--- src/rtl/diff_seq_pkg.sv ---
// Shared types and constants for the differential-equivalence sequencer:
// FSM encoding, stimulus/result widths and the wire field layout in the stimulus word.
package diff_seq_pkg;

    typedef enum logic [2:0] {
        ST_IDLE    = 3'd0,
        ST_DRIVE   = 3'd1,
        ST_SETTLE  = 3'd2,
        ST_SAMPLE  = 3'd3,
        ST_COMPARE = 3'd4,
        ST_DONE    = 3'd5
    } state_t;

    localparam int STIM_W = 68;
    localparam int Y_W    = 117;

    localparam logic [31:0] DEFAULT_POLY = 32'h8020_0003;

    // Field layout of {wire3, wire2, wire1, wire0} inside the 68-bit stimulus word.
    localparam int W0_OFF = 0;
    localparam int W0_W   = 21;
    localparam int W1_OFF = 21;
    localparam int W1_W   = 8;
    localparam int W2_OFF = 29;
    localparam int W2_W   = 18;
    localparam int W3_OFF = 47;
    localparam int W3_W   = 21;

    localparam int DRIVE_STEPS = 3;

    function automatic logic [31:0] lfsr_next(input logic [31:0] s, input logic [31:0] poly);
        return (s >> 1) ^ (s[0] ? poly : 32'h0);
    endfunction

endpackage

--- src/rtl/diff_lfsr32.sv ---
// 32-bit Galois LFSR with synchronous load and single-step advance.
// A zero load value is replaced by 1 so the register never locks up.
module diff_lfsr32
    import diff_seq_pkg::*;
#(
    parameter logic [31:0] POLY = DEFAULT_POLY
) (
    input  logic        clk,
    input  logic        rst,
    input  logic        load,
    input  logic [31:0] load_value,
    input  logic        step,
    output logic [31:0] state,
    output logic [31:0] next_state
);

    logic [31:0] lfsr_q;

    assign state      = lfsr_q;
    assign next_state = lfsr_next(lfsr_q, POLY);

    always_ff @(posedge clk) begin
        if (rst) begin
            lfsr_q <= 32'h1;
        end else if (load) begin
            lfsr_q <= (load_value == 32'h0) ? 32'h1 : load_value;
        end else if (step) begin
            lfsr_q <= next_state;
        end
    end

endmodule

--- src/rtl/diff_vector_sequencer.sv ---
// Drives LFSR stimulus into a reference/synthesized datapath pair, waits for the
// outputs to settle, then compares them under a mask and accumulates statistics.
module diff_vector_sequencer
    import diff_seq_pkg::*;
#(
    parameter int             SETTLE_CYCLES = 4,
    parameter logic [Y_W-1:0] CMP_MASK      = 117'h1F_FFFF_FFFF_FFFF_FFFF_FFFF_FFFF_FFFE,
    parameter logic [31:0]    POLY          = DEFAULT_POLY
) (
    input  logic                clk,
    input  logic                rst,
    input  logic                start,
    input  logic [15:0]         num_vectors,
    input  logic [31:0]         seed,
    input  logic                stop_on_mismatch,
    output logic [W0_W-1:0]     stim_wire0,
    output logic [W1_W-1:0]     stim_wire1,
    output logic [W2_W-1:0]     stim_wire2,
    output logic [W3_W-1:0]     stim_wire3,
    input  logic [Y_W-1:0]      y_ref,
    input  logic [Y_W-1:0]      y_dut,
    output logic                busy,
    output logic                done,
    output logic [15:0]         vec_count,
    output logic [15:0]         mismatch_count,
    output logic                fail_valid,
    output logic [15:0]         first_fail_idx,
    output logic [Y_W-1:0]      first_fail_diff
);

    localparam logic [15:0] SETTLE_LAST = 16'(SETTLE_CYCLES - 1);
    localparam logic [1:0]  DRIVE_LAST  = 2'(DRIVE_STEPS - 1);

    state_t state, state_n;

    logic [1:0]        drive_cnt;
    logic [15:0]       settle_cnt;
    logic [31:0]       s0_q;
    logic [STIM_W-1:0] stim_q;
    logic [STIM_W-1:0] stim_word;
    logic [Y_W-1:0]    cap_ref;
    logic [Y_W-1:0]    cap_dut;
    logic [Y_W-1:0]    diff;
    logic              diff_nz;
    logic              last_vec;
    logic [15:0]       cfg_num;
    logic              cfg_stop;
    logic              accept;
    logic              lfsr_load;
    logic              lfsr_step;
    logic [31:0]       lfsr_state;
    logic [31:0]       lfsr_next_state;

    diff_lfsr32 #(.POLY(POLY)) u_lfsr (
        .clk        (clk),
        .rst        (rst),
        .load       (lfsr_load),
        .load_value (seed),
        .step       (lfsr_step),
        .state      (lfsr_state),
        .next_state (lfsr_next_state)
    );

    // On the third DRIVE cycle lfsr_state holds s1 and lfsr_next_state is s2.
    assign stim_word = {lfsr_next_state[3:0], lfsr_state, s0_q};

    assign diff     = (cap_ref ^ cap_dut) & CMP_MASK;
    assign diff_nz  = |diff;
    assign last_vec = ({1'b0, vec_count} + 17'd1) == {1'b0, cfg_num};

    // start is a single-cycle request; it is accepted only in IDLE or DONE and
    // dropped silently otherwise, so there is no ready/ack path back to the host.
    assign accept = start && ((state == ST_IDLE) || (state == ST_DONE));

    always_comb begin
        state_n   = state;
        lfsr_load = 1'b0;
        lfsr_step = 1'b0;
        case (state)
            ST_IDLE, ST_DONE: begin
                if (start) begin
                    lfsr_load = 1'b1;
                    state_n   = (num_vectors == 16'd0) ? ST_DONE : ST_DRIVE;
                end
            end
            ST_DRIVE: begin
                lfsr_step = 1'b1;
                if (drive_cnt == DRIVE_LAST) begin
                    state_n = ST_SETTLE;
                end
            end
            ST_SETTLE: begin
                if (settle_cnt == SETTLE_LAST) begin
                    state_n = ST_SAMPLE;
                end
            end
            ST_SAMPLE: begin
                state_n = ST_COMPARE;
            end
            ST_COMPARE: begin
                if (last_vec || (diff_nz && cfg_stop)) begin
                    state_n = ST_DONE;
                end else begin
                    state_n = ST_DRIVE;
                end
            end
            default: begin
                state_n = ST_IDLE;
            end
        endcase
    end

    always_ff @(posedge clk) begin
        if (rst) begin
            state           <= ST_IDLE;
            drive_cnt       <= 2'd0;
            settle_cnt      <= 16'd0;
            s0_q            <= 32'h0;
            stim_q          <= '0;
            cap_ref         <= '0;
            cap_dut         <= '0;
            cfg_num         <= 16'd0;
            cfg_stop        <= 1'b0;
            busy            <= 1'b0;
            done            <= 1'b0;
            vec_count       <= 16'd0;
            mismatch_count  <= 16'd0;
            fail_valid      <= 1'b0;
            first_fail_idx  <= 16'd0;
            first_fail_diff <= '0;
        end else begin
            state <= state_n;
            if (accept) begin
                cfg_num         <= num_vectors;
                cfg_stop        <= stop_on_mismatch;
                drive_cnt       <= 2'd0;
                settle_cnt      <= 16'd0;
                vec_count       <= 16'd0;
                mismatch_count  <= 16'd0;
                fail_valid      <= 1'b0;
                first_fail_idx  <= 16'd0;
                first_fail_diff <= '0;
                busy            <= (num_vectors != 16'd0);
                done            <= (num_vectors == 16'd0);
            end
            case (state)
                ST_DRIVE: begin
                    if (drive_cnt == 2'd0) begin
                        drive_cnt <= 2'd1;
                    end else if (drive_cnt == 2'd1) begin
                        s0_q      <= lfsr_state;
                        drive_cnt <= 2'd2;
                    end else begin
                        stim_q     <= stim_word;
                        drive_cnt  <= 2'd0;
                        settle_cnt <= 16'd0;
                    end
                end
                ST_SETTLE: begin
                    settle_cnt <= settle_cnt + 16'd1;
                end
                ST_SAMPLE: begin
                    cap_ref <= y_ref;
                    cap_dut <= y_dut;
                end
                ST_COMPARE: begin
                    vec_count <= vec_count + 16'd1;
                    if (diff_nz) begin
                        mismatch_count <= mismatch_count + 16'd1;
                        if (!fail_valid) begin
                            fail_valid      <= 1'b1;
                            first_fail_idx  <= vec_count;
                            first_fail_diff <= diff;
                        end
                    end
                    if (state_n == ST_DONE) begin
                        busy <= 1'b0;
                        done <= 1'b1;
                    end
                end
                default: begin
                end
            endcase
        end
    end

    assign stim_wire0 = stim_q[W0_OFF +: W0_W];
    assign stim_wire1 = stim_q[W1_OFF +: W1_W];
    assign stim_wire2 = stim_q[W2_OFF +: W2_W];
    assign stim_wire3 = stim_q[W3_OFF +: W3_W];

endmodule

--- config.mk ---
export PLATFORM = sky130hd
export DESIGN_NAME = diff_vector_sequencer
export DESIGN_NICKNAME = d
export VERILOG_FILES = /design/src/rtl/diff_seq_pkg.sv /design/src/rtl/diff_lfsr32.sv /design/src/rtl/diff_vector_sequencer.sv
export SDC_FILE = /design/constraint.sdc
export NUM_CORES = 1
export LEC_CHECK = 0
export CAP_MARGIN = 5
export CORE_ASPECT_RATIO = 0.6
export CORE_MARGIN = 2
export CORE_UTILIZATION = 50
export CTS_CLUSTER_SIZE = 12
export DETAILED_ROUTE_END_ITERATION = 10
export GPL_TIMING_DRIVEN = 1
export PLACE_DENSITY = 0.89
export SYNTH_ARGS = -nofsm -noshare
export SYNTH_HDL_FRONTEND = slang
export SYNTH_SLANG_ARGS = --single-unit
--- constraint.sdc ---
create_clock -name clk -period 4.57 [get_ports clk]
set_clock_uncertainty 0.15 [all_clocks]
set_input_delay 0.914 -clock clk [delete_from_list [all_inputs] [get_ports clk]]
set_output_delay 0.914 -clock clk [all_outputs]
set_load 0.1 [all_outputs]
Word level (Yosys, flattened, before mapping)
Cells that the tools add are included.
{"block": "word_totals", "ff_bits": 572, "inputBits": 286, "word_cells": 95}
{"block": "op_classes", "eq_ne": 10, "addsub": 4, "muxes": 44, "n_bitwise": 4, "reduce_logical": 16}
{"op": "2-to-1 mux 117 bit", "count": 4}
{"op": "2-to-1 mux 16 bit", "count": 12}
{"op": "2-to-1 mux 32 bit", "count": 4}
{"op": "XOR 117 bit", "count": 1}
{"op": "OR reduction 116 bit", "count": 1}
{"op": "adder 16 x 1 -> 16 bit, second input constant", "count": 3}
{"op": "logical NOT 32 bit", "count": 1}
{"op": "case mux 16 bit (2 select lines)", "count": 1}
{"op": "XOR 31 x 32 -> 32 bit", "count": 1}
{"op": "adder 16 x 1 -> 17 bit, second input constant", "count": 1}
{"op": "== test 17 x 16 -> 1 bit", "count": 1}
{"op": "== test 16 x 2 -> 1 bit, second input constant", "count": 1}
{"op": "logical NOT 16 bit", "count": 1}
{"op": "nonzero test 16 bit", "count": 1}
{"op": "2-to-1 mux 3 bit", "count": 5}
{"op": "case mux 3 bit (5 select lines)", "count": 1}
{"op": "2-to-1 mux 1 bit", "count": 13}
{"op": "== test 3 bit, second input constant", "count": 3}
{"op": "2-to-1 mux 2 bit", "count": 4}
{"op": "== test 3 x 2 -> 1 bit, second input constant", "count": 2}
{"op": "AND reduction 3 bit", "count": 2}
{"op": "nonzero test 2 bit", "count": 3}
{"op": "== test 3 x 1 -> 1 bit, second input constant", "count": 1}
{"op": "logical NOT 3 bit", "count": 1}
{"op": "other kinds (7)", "count": 10}

Longest topological paths before layout
{"block": "logic_depth", "word_depth": 9, "depth_mapped": 10}

Modules after synthesis
From an unflattened synthesis, not the netlist that was laid out.
{"block": "hier_totals", "cells_unflattened": 2807, "hier_area_um2": 23164.7}
{"mod": "diff_vector_sequencer", "instances": 1, "area_per_inst_um2": 21361.7, "cells_each": 2588, "seq_area_each_um2": 10770.3}
{"mod": "diff_lfsr32", "instances": 1, "area_per_inst_um2": 1803.0, "cells_each": 219, "seq_area_each_um2": 640.6}

Least setup slack after synthesis
OpenSTA, ideal clock, no wires.
{"block": "synth_path", "kind": "reg2reg", "startpoint": "reg vec_count[1]", "endpoint": "reg state[2]", "setup_slack_ps": 868, "t_arrival_ps": 3466, "path_buffers": 1, "period_less_slack_ps": 3702, "path_stages_with_launch": 10, "cell_sequence": "dfxtp_1 > ha_1 > clkbuf_1 > nand3_1 > nor4_1 > xnor2_1 > o211ai_1 > or4_1 > o32a_1 > a221oi_2"}
{"block": "synth_via", "elab_chain_len": 5}
{"element": "from (decl)", "line_no": "diff_vector_sequencer.sv:24", "source": "output logic [15:0] vec_count,"}
{"element": "from (signal assigned)", "line_no": "diff_vector_sequencer.sv:167", "source": "vec_count <= vec_count + 16'd1;"}
{"element": "adder 16 x 1 -> 17 bit", "line_no": "diff_vector_sequencer.sv:69", "source": "assign last_vec = ({1'b0, vec_count} + 17'd1) == {1'b0, cfg_num};"}
{"element": "== test 17 x 16 -> 1 bit", "line_no": "diff_vector_sequencer.sv:69"}
{"element": "logical OR 1 bit", "line_no": "diff_vector_sequencer.sv:101", "source": "if (last_vec || (diff_nz && cfg_stop)) begin"}
{"element": "2-to-1 mux 3 bit", "line_no": "diff_vector_sequencer.sv:101"}
{"element": "case mux 3 bit (5 select lines)", "line_no": "diff_vector_sequencer.sv:79", "source": "case (state)"}
{"element": "to (signal assigned)", "line_no": "diff_vector_sequencer.sv:132", "source": "state <= state_n;"}
{"element": "to (decl)", "line_no": "diff_vector_sequencer.sv:34", "source": "state_t state, state_n;"}
No other way between the ends.
A chain may end at the register's enable or synchronous reset.

Final worst setup path
{"block": "layout_path", "startpoint": "reg cap_dut[26]", "endpoint": "reg first_fail_diff[4]"}
{"block": "layout_via", "elab_chain_len": 4}
{"element": "from (decl)", "line_no": "diff_vector_sequencer.sv:42", "source": "logic [Y_W-1:0] cap_dut;"}
{"element": "from (signal assigned)", "line_no": "diff_vector_sequencer.sv:164", "source": "cap_dut <= y_dut;"}
{"element": "XOR 117 bit", "line_no": "diff_vector_sequencer.sv:67", "source": "assign diff = (cap_ref ^ cap_dut) & CMP_MASK;"}
{"element": "OR reduction 116 bit", "line_no": "diff_vector_sequencer.sv:68", "source": "assign diff_nz = |diff;"}
{"element": "2-to-1 mux 117 bit", "line_no": "diff_vector_sequencer.sv:168", "source": "if (diff_nz) begin"}
{"element": "2-to-1 mux 117 bit", "line_no": "diff_vector_sequencer.sv:146", "source": "case (state)"}
{"element": "to (signal assigned)", "line_no": "diff_vector_sequencer.sv:173", "source": "first_fail_diff <= diff;"}
{"element": "to (decl)", "line_no": "diff_vector_sequencer.sv:28", "source": "output logic [Y_W-1:0] first_fail_diff"}
No other way between the ends.

==> results.toml <==
[sta]
finalHoldViolCount = 0
fin_crit_sh_pct = 87.93
tns_ns = 0
timing.fmax_mhz = 248.9
slew_headroom_pct = 24.24
rsz0062_at_grt = "no"
hold-worst-slack_ns = 0.3012
worst_pin_slew_ns = 1.133
setup_viol = 0
slew_violations = 0
post-route-min-period_ns = 4.018

[route]
drtAntennaViolNets = 0
first_iter_violations = 2230
first_pass_iters = 6
drc_errors = 0
vias_per_cell = 5.712
via_count = 21990
wl_per_cell_um = 19.61
routed_wl_um = 75480

[worst_hold_path]
hp-start = "stim_q[15]$_SDFFE_PP0P_"
whs_path_depth = 2
holdPathEnd = "stim_q[15]$_SDFFE_PP0P_"
hold_class = "reg -> reg"

[worst_setup_path]
crit_path_end_kind = "flop"
criticalPathCategory = "reg -> reg"
cp_data_required_time_ns = 4.92
worstReg2RegStart = "cap_dut[26]$_SDFFE_PP0P_"
rrSetupSlack_ns = 0.55
timing.rr.end = "first_fail_diff[4]$_SDFF_PP0_"
critPathMaxFanout = 126
worst-endpoint-arrival_ns = 4.36
r2r_cells = 8
startpoint_type = "flop"

[synthesis]
seq_area_frac_synth_pct = 50.25
postSynthCellCount = 2848
synthFlopType = "dfxtp_1"
ys_types = 55
synth_top_area_share_pct = 50.25
synth-edff-count = 0
yosysWarnings = 0
synthArstFlopShare_pct = 0
yosysMostFrequentCell = "nand2_1"
syn_area_per_cell_um2 = 7.945
netlist_top_cells_area = "dfxtp_1 (50%), nand2_1 (12%), a21oi_1 (11%)"
synth-seq-cells = 568
synth_area_leader_cell = "dfxtp_1"
syn-cell-area_um2 = 22630
synth.net_count = 3137
synth_common_cells = "nand2_1 (753), dfxtp_1 (568), a21oi_1 (517)"

[layout]
fill_cells = 3569
utilization_pct = 66.31
drive_above_1_share_pct = 3.480
fin_cells = 3849
layout.nets = 3521
areaGrowthSynthToFinish_pct = 31.12

[die]
dieWidth_um = 278.6
die_area_um2 = 47030
die_y_um = 168.8
num_rows = 60
boundaryPins = 522
core_area_um2 = 44740
start_util_pct = 50.57

[status]
status = "complete, no violations"

[flow_run]
max-cap-violations = 0

[power_and_ir_drop]
swShare_pct = 22.70
p_sw_mw = 2.261
p_per_area_nw_per_um2 = 335.6
power_frac_comb_pct = 6.5
total_power_mw = 9.957
vdd_drop_max_uv = 285.3
p_int_mw = 7.696
seqPwrFrac_pct = 50.8
p_leak_nw = 9.562
p_clk_share_pct = 42.7

[grt]
grt_util_all_layers_pct = 30.62
antenna_found_initial = 16
grt_max_degree = 158
grt-ovfl-total = 0
grt_pass1_vias = 19800
grt_pass1_wl_um = 113200

[clock_network]
root_buffer = "clkbuf_16"
cts.sinks = 568
cts_tree = "done"
holdBufCountCts = 0
cts_setup_buffers = 0
cts_buffers = 55
insertion_delay_ns = 0.59
cts_resized = 0
h-tree-depth = 2
max-clock-path-buffers = 3
path_clk_slew_ns = 0.06

[place]
place_hpwl_um = 53130
io_buffers = 519
dp.cells = 3764
gp_congestion = 0.9466
[worst max-delay path, cell delays in order, from the launching register on]
cell      delay [ns]
dfxtp_1         0.33
xnor2_1         0.53
nand4_1         0.34
nor4_1          0.51
nand4_1         0.55
o211ai_1        0.52
buf_12          0.49
nand3_1         0.18
a21oi_1         0.22
[metrics by stage]
step | setup slack, ns | area [um2]
floorplan | 0.8679 | 22630
global placement | 0.8245 | 28050
detailed placement | 0.7797 | 28050
CTS | 0.7110 | 29640
global route | 0.3931 | 29660
finish | 0.5516 | 29670
[worst max-delay path by stage]
stage               slack, ns                               to  cells past startpoint                      start
global route             0.39    first_fail_diff[4]$_SDFF_PP0_                      8   cap_dut[34]$_SDFFE_PP0P_
global placement         0.82  first_fail_diff[101]$_SDFF_PP0_                      8   cap_dut[26]$_SDFFE_PP0P_
CTS                      0.71    first_fail_diff[4]$_SDFF_PP0_                      8   cap_dut[26]$_SDFFE_PP0P_
detailed placement       0.78  first_fail_diff[101]$_SDFF_PP0_                      8   cap_dut[26]$_SDFFE_PP0P_
finish                   0.55    first_fail_diff[4]$_SDFF_PP0_                      8   cap_dut[26]$_SDFFE_PP0P_
floorplan                0.87              state[2]$_SDFF_PP0_                      9  vec_count[1]$_SDFFE_PP0P_
[cell usage in the layout (no fill, tap or decap), types with 11 or more instances in the layout]
cell type,Yosys,routed
dfxtp_1,568,568
nand2b_1,118,118
nand2_1,753,752
nor2_1,89,87
xor2_1,14,14
a21oi_1,517,517
nor3_1,44,43
o21ai_0,27,27
nor4_1,23,23
a311oi_1,13,13
buf_4,6,20
nand3_1,148,148
xnor2_1,130,130
diode_2,0,13
a31oi_1,12,12
clkbuf_16,0,57
nand4_1,42,42
and3_1,11,11
o22ai_1,29,29
clkdlybuf4s50_1,0,517
[layout make-up]
type | count | area [um2] | share of cell area, %
clock inverter | 6 | 98.84 | 0.3332
sequential | 568 | 11370 | 38.32
multi-input combinational | 2055 | 10420 | 35.11
antenna | 13 | 32.53 | 0.1096
clock buffer | 66 | 1490 | 5.023
inverter | 6 | 22.52 | 0.07591
timing repair buffer | 546 | 5500 | 18.54
tap | 589 | 737.0 | 2.484
[cells by family after synthesis]
logic type               synth area share, %
XOR/XNOR                               5.574
buffers and inverters                  3.854
AND/OR/NAND/NOR                        24.95
multiplexers                          0.1990
AO/OA/AOI/OAI                          15.01
flip-flops                             50.25
adder cells (fa/ha/maj)               0.1659
[power by group through the flow]
stage          sequential (mW)  clock [mW]  combinational [mW]
2_1_floorplan             5.16           0               0.273
3_3_place_gp              5.16           0               0.631
3_5_place_dp              5.17           0               0.635
4_1_cts                   5.06        4.29               0.640
5_1_grt                   5.06        4.51               0.695
6_report                  5.06        4.25               0.649
[state kept, by name (all words and copies together), names as in the netlist, 16 cells and up]
name,count
u_lfsr.state,32
cfg_num,16
first_fail_diff,117
settle_cnt,16
first_fail_idx,16
s0_q,32
cap_dut,116
vec_count,16
mismatch_count,16
cap_ref,116
stim_q,66
[routing by layer]
layer | vias to the layer above | part of all wire (%) | track usage, %
met1 | 10310 | 43 | 42.79
met4 | 2 | 4.9 | 13.23
met5 | - | 0.017 | 0
li1 | 10360 | - | -
met2 | 1106 | 43 | 45.92
met3 | 204 | 9.6 | 6.363
Note: power is estimated with default switching activity, not from simulation.
==> patch 1 (same settings) <==
Make the reset (`rst`) asynchronous in 2 clocked blocks.
--- a/src/rtl/diff_lfsr32.sv
+++ b/src/rtl/diff_lfsr32.sv
@@ -19,7 +19,7 @@
     assign state      = lfsr_q;
     assign next_state = lfsr_next(lfsr_q, POLY);
 
-    always_ff @(posedge clk) begin
+    always_ff @(posedge clk or posedge rst) begin
         if (rst) begin
             lfsr_q <= 32'h1;
         end else if (load) begin
--- a/src/rtl/diff_vector_sequencer.sv
+++ b/src/rtl/diff_vector_sequencer.sv
@@ -110,7 +110,7 @@
         endcase
     end
 
-    always_ff @(posedge clk) begin
+    always_ff @(posedge clk or posedge rst) begin
         if (rst) begin
             state           <= ST_IDLE;
             drive_cnt       <= 2'd0;
Function: differs if rst is asserted again (counterexample within 4 cycles, from zero or initial values and one cycle with rst high); with rst held inactive, the same outputs for 4 cycles.
==> patch 1 against the unedited design <==
Final cell count shrank 18%; worst setup slack gained 0.37 ns; critical path type unchanged; routed wire length shrank 7.2%; design area grew 8.1%; sequential cell count is the same; area after synthesis grew 8.2%.
Power is not compared: it rests on default switching activity, and its combinational part moved more than twofold at a synthesized area within 25%.
==> patch 1: results (changes against the unedited design) <==
- Global-route wire length before repair: 107.5 mm (was 113.2 mm)
- Postcts setup bufs: 0 (unchanged)
- WP data arrival: 4.00 ns (was 4.36 ns)
- Syn Area/Cell: 12.35 um^2 (was 7.945 um^2)
- Placed Cells: 3066 (was 3764)
- Syn. warnings: 0 (unchanged)
- Netlist cell types: 57 (was 55)
- Commonest cells in the netlist: dfrtp_1 (567), mux2_2 (311), nand2_1 (299), mux2i_1 (151), xnor2_1 (134) (was nand2_1 (753), dfxtp_1 (568), a21oi_1 (517), clkbuf_1 (205), nand3_1 (148))
- Nets@finish: 2772 (was 3521)
- DR vias: 17840 (was 21990)
- Iter 0 DRT Violations: 1422 (was 2230)
- Largest net degree at the start of global routing: 127 (was 158)
- Vias per inst: 5.648 (was 5.712)
- Share of cells above drive strength 1: 0.1702 (was 0.03480)
- Status: finished clean (unchanged)
- Wire length per cell: 22.18 um (was 19.61 um)
- Filler cell count: 3338 (was 3569)
- Final HPWL DP: 50.70 mm (was 53.13 mm)
- Cell Area, Placed: 0.03045 mm^2 (was 0.02805 mm^2)
- Hold Slack: 0.3421 ns (was 0.3012 ns)
- Total track usage: 0.2737 (was 0.3062)
- First-pass DRT Iterations: 5 (was 6)
- Crit path max-delay cell type: nor4_1 (was nand4_1)
- Pre-CTS WS: 0.8950 ns (was 0.7797 ns)
- Largest stage delay, worst path: 0.49 ns (was 0.55 ns)
- Initial antenna violation count: 5 (was 16)
- Crit Path Max Fanout: 17 (was 126)
- Synth top area cells: dfrtp_1 (58%), mux2_2 (14%), mux2i_1 (6.2%), xnor2_1 (4.8%), nand2_1 (4.6%) (was dfxtp_1 (50%), nand2_1 (12%), a21oi_1 (11%), xnor2_1 (5.0%), clkbuf_1 (3.4%))
- Slew margin rel.: 0.1060 (was 0.2424)
- Vias in the first global route: 18630 (was 19800)
- Sequential area share after synthesis: 0.5809 (was 0.5025)
- Async SR Flop Fraction: 1.000 (was 0)
[patch 1: cells by family after synthesis]
| logic type | synth area share |
|---|---|
| buf+inv | 0.02393 |
| simple gates | 0.09571 |
| fa+ha+maj | 0.001534 |
| xor+xnor | 0.05103 |
| compound gates | 0.03380 |
| flops | 0.5809 |
| mux | 0.2131 |
[patch 1: final cells by class]
type                    instances  area (um^2)  share of cell area
well taps                     640        800.8             0.02496
diodes                          4        10.01           0.0003120
inverters                      23        90.09            0.002808
repair buffers                559         5645              0.1759
multi-input cells            1276         9701              0.3023
flip-flops and latches        568        14210              0.4430
clock inverters                 5        67.56            0.002106
clock buffers                  84         1556             0.04851
[patch 1: per-layer routing]
layer  vias to the layer above  share of wire  GRT usage  wire length, um
met4                         0          0.042     0.1036             2914
met2                       756           0.49     0.4548            34000
met1                      9017           0.40     0.3507            27970
met5                         -              0          0                0
li1                       7883              -          -                -
met3                       185          0.074    0.06286             5176
[patch 1: final timing paths]
check / startpoint / endpoint / cells after the start
worst max-delay path: cap_ref[115] / first_fail_diff[39] / 8
worst min-delay path: mismatch_count[15] / mismatch_count[15] / 1
worst max register to register: cap_ref[115] / first_fail_diff[39] / 8
worst min register to register: mismatch_count[15] / mismatch_count[15] / 1
max in group asynchronous: rst / cap_ref[47] / 3
min in group asynchronous: rst / mismatch_count[12] / 2
[patch 1: power by group]
part | total [mW] | switching (mW) | internal, mW | leakage (nW)
clock | 4.26 | 1.93 | 2.33 | 0.782
sequential | 8.61 | 1.49 | 7.12 | 7.06
combinational | 12.6 | 8.19 | 4.41 | 6.47
==> patch 2 (config.mk and constraints unchanged) <==
Made on the original files. Put a register stage on the outputs `stim_wire0`, `stim_wire1`, `stim_wire2` and `stim_wire3`, cleared by the reset. The values now appear one clock later. The other outputs are not delayed to match.
--- a/src/rtl/diff_vector_sequencer.sv
+++ b/src/rtl/diff_vector_sequencer.sv
@@ -184,10 +184,19 @@
         end
     end
 
-    assign stim_wire0 = stim_q[W0_OFF +: W0_W];
-    assign stim_wire1 = stim_q[W1_OFF +: W1_W];
-    assign stim_wire2 = stim_q[W2_OFF +: W2_W];
-    assign stim_wire3 = stim_q[W3_OFF +: W3_W];
+    always_ff @(posedge clk) begin
+        if (rst) begin
+            stim_wire0 <= '0;
+            stim_wire1 <= '0;
+            stim_wire2 <= '0;
+            stim_wire3 <= '0;
+        end else begin
+            stim_wire0 <= stim_q[W0_OFF +: W0_W];
+            stim_wire1 <= stim_q[W1_OFF +: W1_W];
+            stim_wire2 <= stim_q[W2_OFF +: W2_W];
+            stim_wire3 <= stim_q[W3_OFF +: W3_W];
+        end
+    end
 
 endmodule
 
Behaviour: same outputs for any inputs over 4 cycles, from zero or initial values and one cycle with rst high; that may be too few to reach the edited logic, so the function may still have changed.
==> patch 2 against the unedited design <==
Area after synthesis up 7.7%; worst setup slack got worse by 0.033 ns; routed wire length rose by 6.3%; largest cell class unchanged; design area increased by 6.2%; highest routed layer unchanged; sequential cell count rose by 66; global-route usage decreased by 0.21 points; synthesized cell count increased by 0.88%; total power rose by 8.4%.
==> patch 2: results (changes against the unedited design) <==
- Netlist cell types: 62 (was 55)
- Crit Path Max Fanout: 58 (was 126)
- Total wire length: 80.23 mm (was 75.48 mm)
- Cell Area, Placed: 0.02983 mm^2 (was 0.02805 mm^2)
- Post-synthesis xor/xnor area fraction: 0.05067 (was 0.05574)
- Hold Slack: 0.2985 ns (was 0.3012 ns)
- Synth Area in Compound Gates: 0.1649 (was 0.1501)
- Commonest cells in the netlist: nand2_1 (739), dfxtp_1 (634), a21oi_1 (402), clkbuf_1 (183), nor3_1 (158) (was nand2_1 (753), dfxtp_1 (568), a21oi_1 (517), clkbuf_1 (205), nand3_1 (148))
- Synthesized net count: 3162 (was 3137)
- Slew margin rel.: 0.2360 (was 0.2424)
- WP data arrival: 4.38 ns (was 4.36 ns)
- Iter 0 DRT Violations: 2416 (was 2230)
- Leakage power: 11.37 nW (was 9.562 nW)
- FF-to-FF End: first_fail_diff[14] (was first_fail_diff[4])
- Placer Congestion: 0.9118 (was 0.9466)
- CTS Buf Count: 60 (was 55)
- Largest net degree at the start of global routing: 227 (was 158)
- Global-route wire length before repair: 120.7 mm (was 113.2 mm)
- Syn Area/Cell: 8.483 um^2 (was 7.945 um^2)
- Status: finished clean (unchanged)
- Final HPWL DP: 55.55 mm (was 53.13 mm)
- Vias in the first global route: 20880 (was 19800)
- Sequential area share after synthesis: 0.5208 (was 0.5025)
- Hold EP: stim_q[59] (was stim_q[15])
- Sequential power: 5.64 mW (was 5.06 mW)
- Share of cells above drive strength 1: 0.03557 (was 0.03480)
==> patch 2: worst max-delay path, stage by stage (launching register included) <==
cell and delay (ns):
dfxtp_1 0.32, xnor2_1 0.57, nand4_1 0.25, nor4_1 0.65
nand4_1 0.51, o211ai_4 0.77, buf_12 0.33, nor3_1 0.10
a41o_1 0.25
==> patch 2: cell type report <==
| cell class | count | area [um^2] |
|---|---|---|
| Antenna cell | 10 | 25.02 |
| Clock buffer | 72 | 1588 |
| Clock inverter | 4 | 63.81 |
| Fill cell | 3700 | 16430 |
| Inverter | 8 | 32.53 |
| Multi-Input combinational cell | 1994 | 10730 |
| Sequential cell | 634 | 12690 |
| Tap cell | 640 | 800.8 |
| Timing Repair Buffer | 549 | 5573 |
==> patch 2: layer usage <==
metal | track usage | routed length [um]
met1 | 0.4378 | 34080
met2 | 0.4412 | 34280
met5 | 0 | 13
met4 | 0.1256 | 3774
met3 | 0.06319 | 8078
